`src/rtl/imm_ext_pipe.sv`:
```
// ============================================================================
// Module  : imm_ext_pipe
// Brief   : Immediate extender (sign/zero/upper/branch) feeding a 2-entry
//           result FIFO. Optional stall statistic: IMM_EXT_PIPE_STALL_CNT_EN.
// Revision: 1.0 - initial release
// ============================================================================
`default_nettype none

module imm_ext_pipe #(
    parameter int IN_W  = 16,
    parameter int OUT_W = 32
) (
    input  logic             clk,
    input  logic             reset,
    input  logic             flush,
    input  logic             in_valid,
    output logic             in_ready,
    input  logic [IN_W-1:0]  in_imm,
    input  logic [1:0]       in_mode,
    output logic             out_valid,
    input  logic             out_ready,
    output logic [OUT_W-1:0] out_data,
    output logic [15:0]      stall_cnt
);

    localparam logic [1:0] MODE_SEXT  = 2'b00;
    localparam logic [1:0] MODE_ZEXT  = 2'b01;
    localparam logic [1:0] MODE_UPPER = 2'b10;

    logic [1:0]       count_q, count_d;
    logic [OUT_W-1:0] ent0_q, ent0_d;
    logic [OUT_W-1:0] ent1_q, ent1_d;
    logic [OUT_W-1:0] sext_w;
    logic [OUT_W-1:0] ext_w;
    logic             push_w;
    logic             pop_w;

    assign sext_w = {{(OUT_W-IN_W){in_imm[IN_W-1]}}, in_imm};

    always_comb begin
        ext_w = '0;
        case (in_mode)
            MODE_SEXT:  ext_w = sext_w;
            MODE_ZEXT:  ext_w = {{(OUT_W-IN_W){1'b0}}, in_imm};
            MODE_UPPER: ext_w = {in_imm, {(OUT_W-IN_W){1'b0}}};
            default:    ext_w = {sext_w[OUT_W-3:0], 2'b00};
        endcase
    end

    // Handshake flags come only from registered occupancy; in_ready never
    // looks at out_ready, so there is no combinational ready path.
    assign in_ready  = (count_q < 2'd2);
    assign out_valid = (count_q != 2'd0);
    assign out_data  = out_valid ? ent0_q : '0;
    assign push_w    = in_valid && in_ready;
    assign pop_w     = out_valid && out_ready;

    // ent0 is always the head; a pop at count 2 shifts ent1 forward.
    always_comb begin
        count_d = count_q;
        ent0_d  = ent0_q;
        ent1_d  = ent1_q;
        case (count_q)
            2'd0: begin
                if (push_w) begin
                    ent0_d  = ext_w;
                    count_d = 2'd1;
                end
            end
            2'd1: begin
                if (push_w && pop_w) begin
                    ent0_d = ext_w;
                end else if (push_w) begin
                    ent1_d  = ext_w;
                    count_d = 2'd2;
                end else if (pop_w) begin
                    count_d = 2'd0;
                end
            end
            2'd2: begin
                if (pop_w) begin
                    ent0_d  = ent1_q;
                    count_d = 2'd1;
                end
            end
            default: count_d = 2'd0;
        endcase
    end

    always_ff @(posedge clk) begin
        if (reset) begin
            count_q <= 2'd0;
            ent0_q  <= '0;
            ent1_q  <= '0;
        end else if (flush) begin
            count_q <= 2'd0;
        end else begin
            count_q <= count_d;
            ent0_q  <= ent0_d;
            ent1_q  <= ent1_d;
        end
    end

`ifdef IMM_EXT_PIPE_STALL_CNT_EN
    logic [15:0] stall_q;

    always_ff @(posedge clk) begin
        if (reset) begin
            stall_q <= 16'd0;
        end else if (out_valid && !out_ready && (stall_q != 16'hFFFF)) begin
            stall_q <= stall_q + 16'd1;
        end
    end

    assign stall_cnt = stall_q;
`else
    assign stall_cnt = 16'd0;
`endif

endmodule

`default_nettype wire
```
`config.mk`:
```
export PLATFORM = sky130hd
export DESIGN_NAME = imm_ext_pipe
export DESIGN_NICKNAME = d
export VERILOG_FILES = /design/src/rtl/imm_ext_pipe.sv
export SDC_FILE = /design/constraint.sdc
export NUM_CORES = 1
export LEC_CHECK = 0
export ABC_AREA = 1
export CORE_MARGIN = 2
export CORE_UTILIZATION = 35
export CTS_BUF_LIST = sky130_fd_sc_hd__clkbuf_2
export CTS_CLUSTER_DIAMETER = 50
export CTS_CLUSTER_SIZE = 25
export DETAILED_ROUTE_END_ITERATION = 16
export GPL_TIMING_DRIVEN = 0
export PLACE_DENSITY = 0.61
export SLEW_MARGIN = 10
export SYNTH_ARGS = -nofsm -noshare
export SYNTH_HDL_FRONTEND = slang
export SYNTH_SLANG_ARGS = --single-unit
```
`constraint.sdc`:
```
create_clock -name clk -period 1.3 [get_ports clk]
set_input_delay 0.26 -clock clk [delete_from_list [all_inputs] [get_ports clk]]
set_output_delay 0.26 -clock clk [all_outputs]
set_load 0.01 [all_outputs]
```
Yosys cells after proc, flatten, opt, wreduce, memory -nomap -nowiden
Cells that the tools add are included.
{ "word_totals": {"word_cells": 38, "latchBits": 0, "input_bits": 23, "mem_bits_rw": 0, "mem_count": 0, "reg_bits": 66, "romBits": 0} }
{ "classes": {"n_lt_le_gt_ge": 1, "bitwise_logic": 2, "shifts": 0, "div_mod_pow": 0, "n_reduce_logical": 11, "mux": 12, "n_eq_ne": 9, "mul": 0, "add_sub_neg": 0} }
{ "ops": {"columns": ["operator", "count"], "rows": [
  ["one-hot mux 32 bit (3 select lines)", 2],
  ["2-to-1 mux 32 bit", 4],
  ["2-to-1 mux 2 bit", 5],
  ["!= test 2 bit, second input constant", 4],
  ["AND reduction 4 bit", 2],
  ["one-hot mux 2 bit (3 select lines)", 1],
  ["AND reduction 5 bit", 1],
  ["equality test 2 x 1 -> 1 bit, second input constant", 2],
  ["equality test 2 bit, second input constant", 2],
  ["logical NOT 2 bit", 2],
  ["logical AND 1 bit", 3],
  ["!= test 3 bit, second input constant", 1],
  ["nonzero test 3 bit", 1],
  ["< comparator 2 bit, second input constant", 1],
  ["NOT 1 bit", 2],
  ["nonzero test 2 bit", 1],
  ["OR reduction 2 bit", 1]
]} }

Depth between registers and ports, before layout
Gate-level depths: netlist (run 1).
{ "logic_depth": {"depth_word": 6, "ltp_mapped": 9} }

Least setup slack after synthesis (run 1)
No wires, ideal clock.
{ "synth_path": {"kind": "register to output", "from": "register count_q[1]", "to": "output out_valid", "slack_ns": -0.065, "n_path_buf": 2, "path_stages_with_launch": 5, "t_arrival_ns": 1.105, "required_ns": 1.040, "path_cell_list": "dfxtp_1 -> buf_4 -> nor2_1 -> clkbuf_1 -> inv_1"} }
{ "synth_via": {"elab_chain_len": 1} }
{ "synth_rtl": {"columns": ["item", "line", "rtl"], "rows": [
  ["from (decl)", "30", "logic [1:0] count_q, count_d;"],
  ["from (signal assigned)", "98", "count_q <= count_d;"],
  ["nonzero test 2 bit", "53", "assign out_valid = (count_q != 2'd0);"],
  ["to (decl)", "20", "output logic out_valid,"]
]} }
No other way between the ends.

Final worst setup path (run 1)
{ "layout_path": {"from": "register count_q[1]", "to": "output out_data[17]"} }
{ "layout_via": {"elab_chain_len": 2} }
{ "layout_rtl": {"columns": ["item", "line", "rtl"], "rows": [
  ["nonzero test 2 bit", "53", null],
  ["2-to-1 mux 32 bit", "54", "assign out_data = out_valid ? ent0_q : '0;"],
  ["to (decl)", "22", "output logic [OUT_W-1:0] out_data,"]
]} }
No other way between the ends.

==> metrics.cfg, run 1 <==
[finish]
layoutNonFillerInstCount = 883
area.sequential_sq_um = 1330
multi_input_area_sq_um = 2390
syn_to_final_growth_pct = 47.8
fin_util = 0.536
drive_above_1_share = 0.324
fin_area_sq_um = 5560
nFillCells = 1024
nets = 765

[route]
firstDrtPassIters = 5
via_per_inst = 4.81
wl_mm = 12.6
drt-wirelength-per-cell_um = 14.2
via_count = 4245
ant_nets = 0
drt_iter0_markers = 252
drc_errors = 0

[logic_synthesis]
seq_area_frac_synth = 0.351
synth_area_sq_um = 3760
synth_ff_type = dfxtp_1
synth_common_cells = 161 x nand2_1, 159 x nor2_1, 66 x dfxtp_1
syn_inst = 627
synth_edf_count = 0
synth.most_common_cell = nand2_1
synth_top_area_cell = dfxtp_1
ys_warn_count = 0
synth_area_leaders = dfxtp_1 35%, nand2_1 16%, nor2_1 16%
synth.distinct_cells = 23
synth_top_area_share = 0.351
synthArstFlopShare = 0
ys_ff_latch = 66
avgSynthCellArea_sq_um = 6.00

[power]
p_int_mw = 3.18
power_frac_seq = 0.459
comb_power_share = 0.234
power_switching_mw = 1.47
pwr-share-clk = 0.306
irDropWorstVdd_mv = 0.371
cellPowerDensity_nw_per_um2 = 837
swShare = 0.317
leakage_nw = 2.72

[critical_path]
reg2reg_to = ent0_q[0]
cp.depth = 6
crit_top_cell = buf_6
crit_path_end_kind = output port
r2r_cells = 10
crit_slowest_cell = dfxtp_2
timing.reg2reg.setup_slack_ns = -0.35
cp.required_ns = 1.04
cp.arrival_ns = 1.59
cp_cell_sequence = buf_6, nor2_4, buf_6, buf_8, nor2_1, buf_2
crit_family = buffers and inverters
path_class = register to output port
start_kind = register
worstPathMaxFanout = 5
cp_num_buf_inv = 4
reg2reg_from = count_q[1]
slowest_delay_ns = 0.37

[grt]
grt_max_degree = 12
antenna_found_initial = 1
first_global_vias = 3801
gr-total-overflow = 0
grt_usage = 0.205
grt_pass1_wl_mm = 18.6
grtUsageMet3 = 0.0436
busiest_layer = met2
grt_util_met2 = 0.327
gr-usage-met1 = 0.268

[clock_tree]
htreeDepth = 3
cts.clk_slew.worst_paths_ns = 0.18
cts_made_buffers = 9
cts_sinks = 66
clockBufferDepth = 2
cts-root-buf = clkbuf_2
cts_tree = done
clock_latency_ns = 0.56

[sta]
slew-limit-headroom = 0.550
fin_ws_ns = -0.548
holdWs_ns = 0.294
period_needed_ns = 1.85
clock-skew-final_ns = 0.0333
max_freq_mhz = 541
finalCritPeriodShare = 1.42
maxSlewViolCount = 0
worst_pin_slew_ns = 0.668
hold_violations = 0
setup_tns_ns = -32.77
setup_viol = 99
grt_setup_unrepaired = true

[status]
violations = setup timing
status = complete, but fails checks

[worst_hold_path]
hold_start = in_mode[0]
hp-class = input port to register
hold_end = ent1_q[5]
whs_path_depth = 5

[job]
maxCapViolations = 0

[die]
core_sq_um = 10400
rows = 37
die-area_sq_um = 11600
ioPinCount = 73
start_util = 0.363
die_w_um = 108
die_y_um = 108

[placement]
io_buffers = 54
dpl.cell_count = 832
dp_hpwl_mm = 8.05
gp_congestion = 0.911
dpl_cell_area_sq_um = 4530

## what timing repair did
item,in CTS,in global routing
pin swaps,7,57
gates resized for setup,219,163
buffers inserted,13,11
hold buffers,0,0
gates cloned,7,6
endpoints found under the setup margin,99,99
## registers in the layout, summed over array words and instances, names as in the netlist
register,cells
count_q,2
ent1_q,32
ent0_q,32
## layout make-up
cell class                 instances  share of cell area
clock buffer                      10             0.00900
antenna                            1            0.000450
inverter                          58              0.0419
tap                              136              0.0306
buffer                            55              0.0835
sequential                        66               0.239
clock inverter                     5              0.0144
multi-input combinational        461               0.430
timing repair buffer              91               0.151
## tightest hold or removal path, cell delays in order
cell and delay [ns]:
buf_2 0.14, nand3_1 0.09, nand2_1 0.15, nor2_4 0.13
nor2_1 0.04
## placed cells by master, fill, tap and decap left out, drive strengths merged
cell type      instances
buf                  112
o21ai                 34
a21oi                  4
clkbuf                24
clkinvlp               2
clkinv                 3
nand2                162
nand3                 65
conb                  16
diode                  1
nand4                 15
clkdlybuf4s50         20
dfxtp                 66
bufinv                 2
a211oi                 1
or2                    1
inv                   56
nor2                 163
## metrics by stage
stage | power (mW) | setup WS (ns)
2_1_floorplan | 2.71 | -0.0633
3_3_place_gp | 2.97 | -0.964
3_5_place_dp | 2.98 | -0.988
4_1_cts | 4.44 | -0.541
5_1_grt | 4.86 | -0.597
6_report | 4.65 | -0.548
## kinds of logic after synthesis
kind of cell           count (synthesis)  synth area share
AND/OR/NAND/NOR                      406             0.448
buffers and inverters                115             0.147
flip-flops                            66             0.351
AO/OA/AOI/OAI                         39            0.0526
other                                  1          0.000997
## how the worst max path moves through the flow
stage | from | slack [ns] | endpoint
finish | count_q[1] | -0.55 | out_data[17]
CTS | count_q[1] | -0.54 | out_data[17]
detailed placement | count_q[1] | -0.99 | out_data[17]
global route | count_q[1] | -0.60 | out_data[24]
floorplan | count_q[1] | -0.06 | out_data[10]
global placement | count_q[1] | -0.96 | out_data[17]
## routing by layer
metal / part of all wire / vias up
li1: - / 2136
met1: 0.46 / 1966
met2: 0.47 / 118
met3: 0.044 / 25
met4: 0.023 / 0
met5: 0 / -
## power by group through the flow
stage | logic, mW | registers (mW) | clock network [mW]
final | 1.09 | 2.14 | 1.43
after global routing | 1.19 | 2.15 | 1.52
after CTS | 0.884 | 2.13 | 1.42
after detailed placement | 0.805 | 2.18 | 0
after global placement | 0.799 | 2.17 | 0
after floorplan | 0.541 | 2.17 | 0
Note: power is estimated with default switching activity, not from simulation.
==> inputs of run 2 (changes only) <==
Settings changed: REMOVE_ABC_BUFFERS from default to 1.
==> run 2 against run 1 <==
Compared with the run above: the flow still finishes with violations (setup timing); largest cell class unchanged; final area down 3.9%; maximum frequency up 1.2%; highest routed layer unchanged; final cell count down 3.4%; critical path type unchanged; setup slack better by 0.023 ns; sequential share of layout area up 1.0 points; clock power down 17%.
==> metrics.cfg, run 2 (same netlist as run 1, synthesis figures left out) <==
[status]
status = complete, but fails checks  ; unchanged
violations = setup timing  ; unchanged

[power]
finalPower_mw = 4.32  ; was 4.65 mW
irDropWorstVdd_mv = 0.637  ; was 0.371 mV
leakage_nw = 2.62  ; was 2.72 nW
cellPowerDensity_nw_per_um2 = 809  ; was 837 nW/um^2

[finish]
fin_util = 0.515  ; was 0.536
nets = 736  ; was 765
antenna_cells = 0  ; was 1
multi_input_area_sq_um = 2440  ; was 2390 sq um
syn_to_final_growth_pct = 42.0  ; was 47.8%
nFillCells = 1042  ; was 1024
area.sequential_sq_um = 1330  ; about the same
layout_commonest_cell = nand2_1  ; unchanged
reg.largest.list = ent0_q x32, ent1_q x32, count_q x2  ; unchanged
fin_area_sq_um = 5340  ; was 5560 sq um
drive_above_1_share = 0.280  ; was 0.324
layoutNonFillerInstCount = 853  ; was 883
layout_common_cells = 144 x nand2_1, 105 x nor2_1, 64 x dfxtp_1  ; was 140 x nand2_1, 100 x nor2_1, 64 x dfxtp_1

[clock_tree]
cts_sinks = 66  ; unchanged
htreeDepth = 3  ; unchanged
clock_latency_ns = 0.50  ; was 0.56 ns
cts-root-buf = clkbuf_2  ; unchanged
cts_tree = done  ; unchanged
clockBufferDepth = 2  ; unchanged
cts.clk_slew.worst_paths_ns = 0.18  ; about the same
cts_made_buffers = 9  ; unchanged

[critical_path]
worstPathMaxFanout = 7  ; was 5
cp-startpoint = count_q[0]  ; was count_q[1]
start_kind = register  ; unchanged
path_class = register to output port  ; unchanged
crit_top_cell = buf_12  ; was buf_6
reg2reg_from = count_q[0]  ; was count_q[1]
timing.reg2reg.setup_slack_ns = -0.31  ; was -0.35 ns
crit_path_end_kind = output port  ; unchanged
reg2reg_to = ent1_q[28]  ; was ent0_q[0]
cp_cell_sequence = buf_4, nor2_4, buf_12, buf_12, nor2_2, buf_2  ; was buf_6, nor2_4, buf_6, buf_8, nor2_1, buf_2
worst_setup_path_endpoint = out_data[0]  ; was out_data[17]
r2r_cells = 10  ; unchanged
cp.required_ns = 1.04  ; about the same
cp.arrival_ns = 1.57  ; was 1.59 ns
slowest_delay_ns = 0.39  ; was 0.37 ns
crit_slowest_cell = dfxtp_4  ; was dfxtp_2

[die]
die-area_sq_um = 11600  ; unchanged
rows = 37  ; unchanged
die_y_um = 108  ; unchanged
core_sq_um = 10400  ; unchanged
die_w_um = 108  ; unchanged
ioPinCount = 73  ; unchanged
start_util = 0.363  ; unchanged

[route]
via_count = 4293  ; was 4245
wl_mm = 13.1  ; was 12.6 mm
drt_iter0_markers = 404  ; was 252
via_per_inst = 5.03  ; was 4.81
ant_nets = 0  ; unchanged
drt-wirelength-per-cell_um = 15.4  ; was 14.2 um
firstDrtPassIters = 5  ; unchanged
drc_errors = 0  ; unchanged

[sta]
slew-limit-headroom = 0.598  ; was 0.550
period_needed_ns = 1.83  ; was 1.85 ns
worst_pin_slew_ns = 0.603  ; was 0.668 ns
setup_viol = 98  ; was 99
finalCritPeriodShare = 1.40  ; was 1.42
hold_violations = 0  ; unchanged
fin_ws_ns = -0.525  ; was -0.548 ns
maxSlewViolCount = 0  ; unchanged
max_freq_mhz = 548  ; was 541 MHz
grt_setup_unrepaired = true  ; unchanged
holdWs_ns = 0.412  ; was 0.294 ns
clock-skew-final_ns = 0.0340  ; was 0.0333 ns
setup_tns_ns = -29.96  ; was -32.77 ns

[placement]
io_buffers = 56  ; was 54
dp_hpwl_mm = 6.00  ; was 8.05 mm
dpl.cell_count = 777  ; was 832
dpl_cell_area_sq_um = 4230  ; was 4530 sq um
gp_congestion = 0.797  ; was 0.911
pre_cts_ws_ns = -1.99  ; was -0.988 ns

[grt]
first_global_vias = 3705  ; was 3801
grt_usage = 0.209  ; was 0.205
grt_max_degree = 63  ; was 12
antenna_found_initial = 0  ; was 1
grt_pass1_wl_mm = 18.7  ; was 18.6 mm
gr-total-overflow = 0  ; unchanged

[job]
maxCapViolations = 0  ; unchanged

[worst_hold_path]
hp-class = input port to register  ; unchanged

-- run 2: cell types whose count changed in the layout (fill, tap and decap cells not counted), sizes merged, moves of 2 or more --
cell,before,now
nand2,162,164
buf,112,76
nor2,163,167
nand3,65,73
clkbuf,24,16
-- run 2: power breakdown --
part           internal, mW  switching [mW]
clock                 0.439           0.747
sequential             2.11          0.0241
combinational         0.369           0.637
-- run 2: how the worst min path moves through the flow --
stage | start | endpoint | slack, ns | cells past startpoint
after floorplan | reset | ent1_q[0] | 0.33 | 1
after global placement | ent1_q[1] | ent1_q[1] | 0.45 | 2
after detailed placement | ent1_q[1] | ent1_q[1] | 0.46 | 2
after CTS | in_mode[1] | ent1_q[13] | 0.39 | 5
after global routing | flush | count_q[1] | 0.40 | 4
final | flush | count_q[1] | 0.41 | 4
-- run 2: critical path, delay by kind of cell, from the launching register on --
family | cells | cell delay [ns]
flops | 1 | 0.39
buf+inv | 4 | 0.54
simple gates | 2 | 0.15
-- run 2: area by class of cell --
cell class                 instances  share of cell area
timing repair buffer             101               0.192
multi-input combinational        475               0.457
inverter                          58              0.0482
tap                              136              0.0319
clock buffer                      11              0.0103
timing repair inverter             2             0.00351
sequential                        66               0.249
clock inverter                     4             0.00820
-- run 2: routing by layer --
metal / wire length (um) / share of wire / track usage
met1: 5670 / 0.43 / 0.281
met2: 5890 / 0.45 / 0.322
met3: 1240 / 0.095 / 0.0442
met4: 342 / 0.026 / 0.0934
met5: 0 / 0 / 0
-- run 2: timing repair --
action | CTS | global route
resized for setup | 165 | 129
gates cloned | 8 | 13
endpoints found under the setup margin | 100 | 99
hold buffers | 0 | 0
setup buffers | 26 | 17
pin swaps | 5 | 37
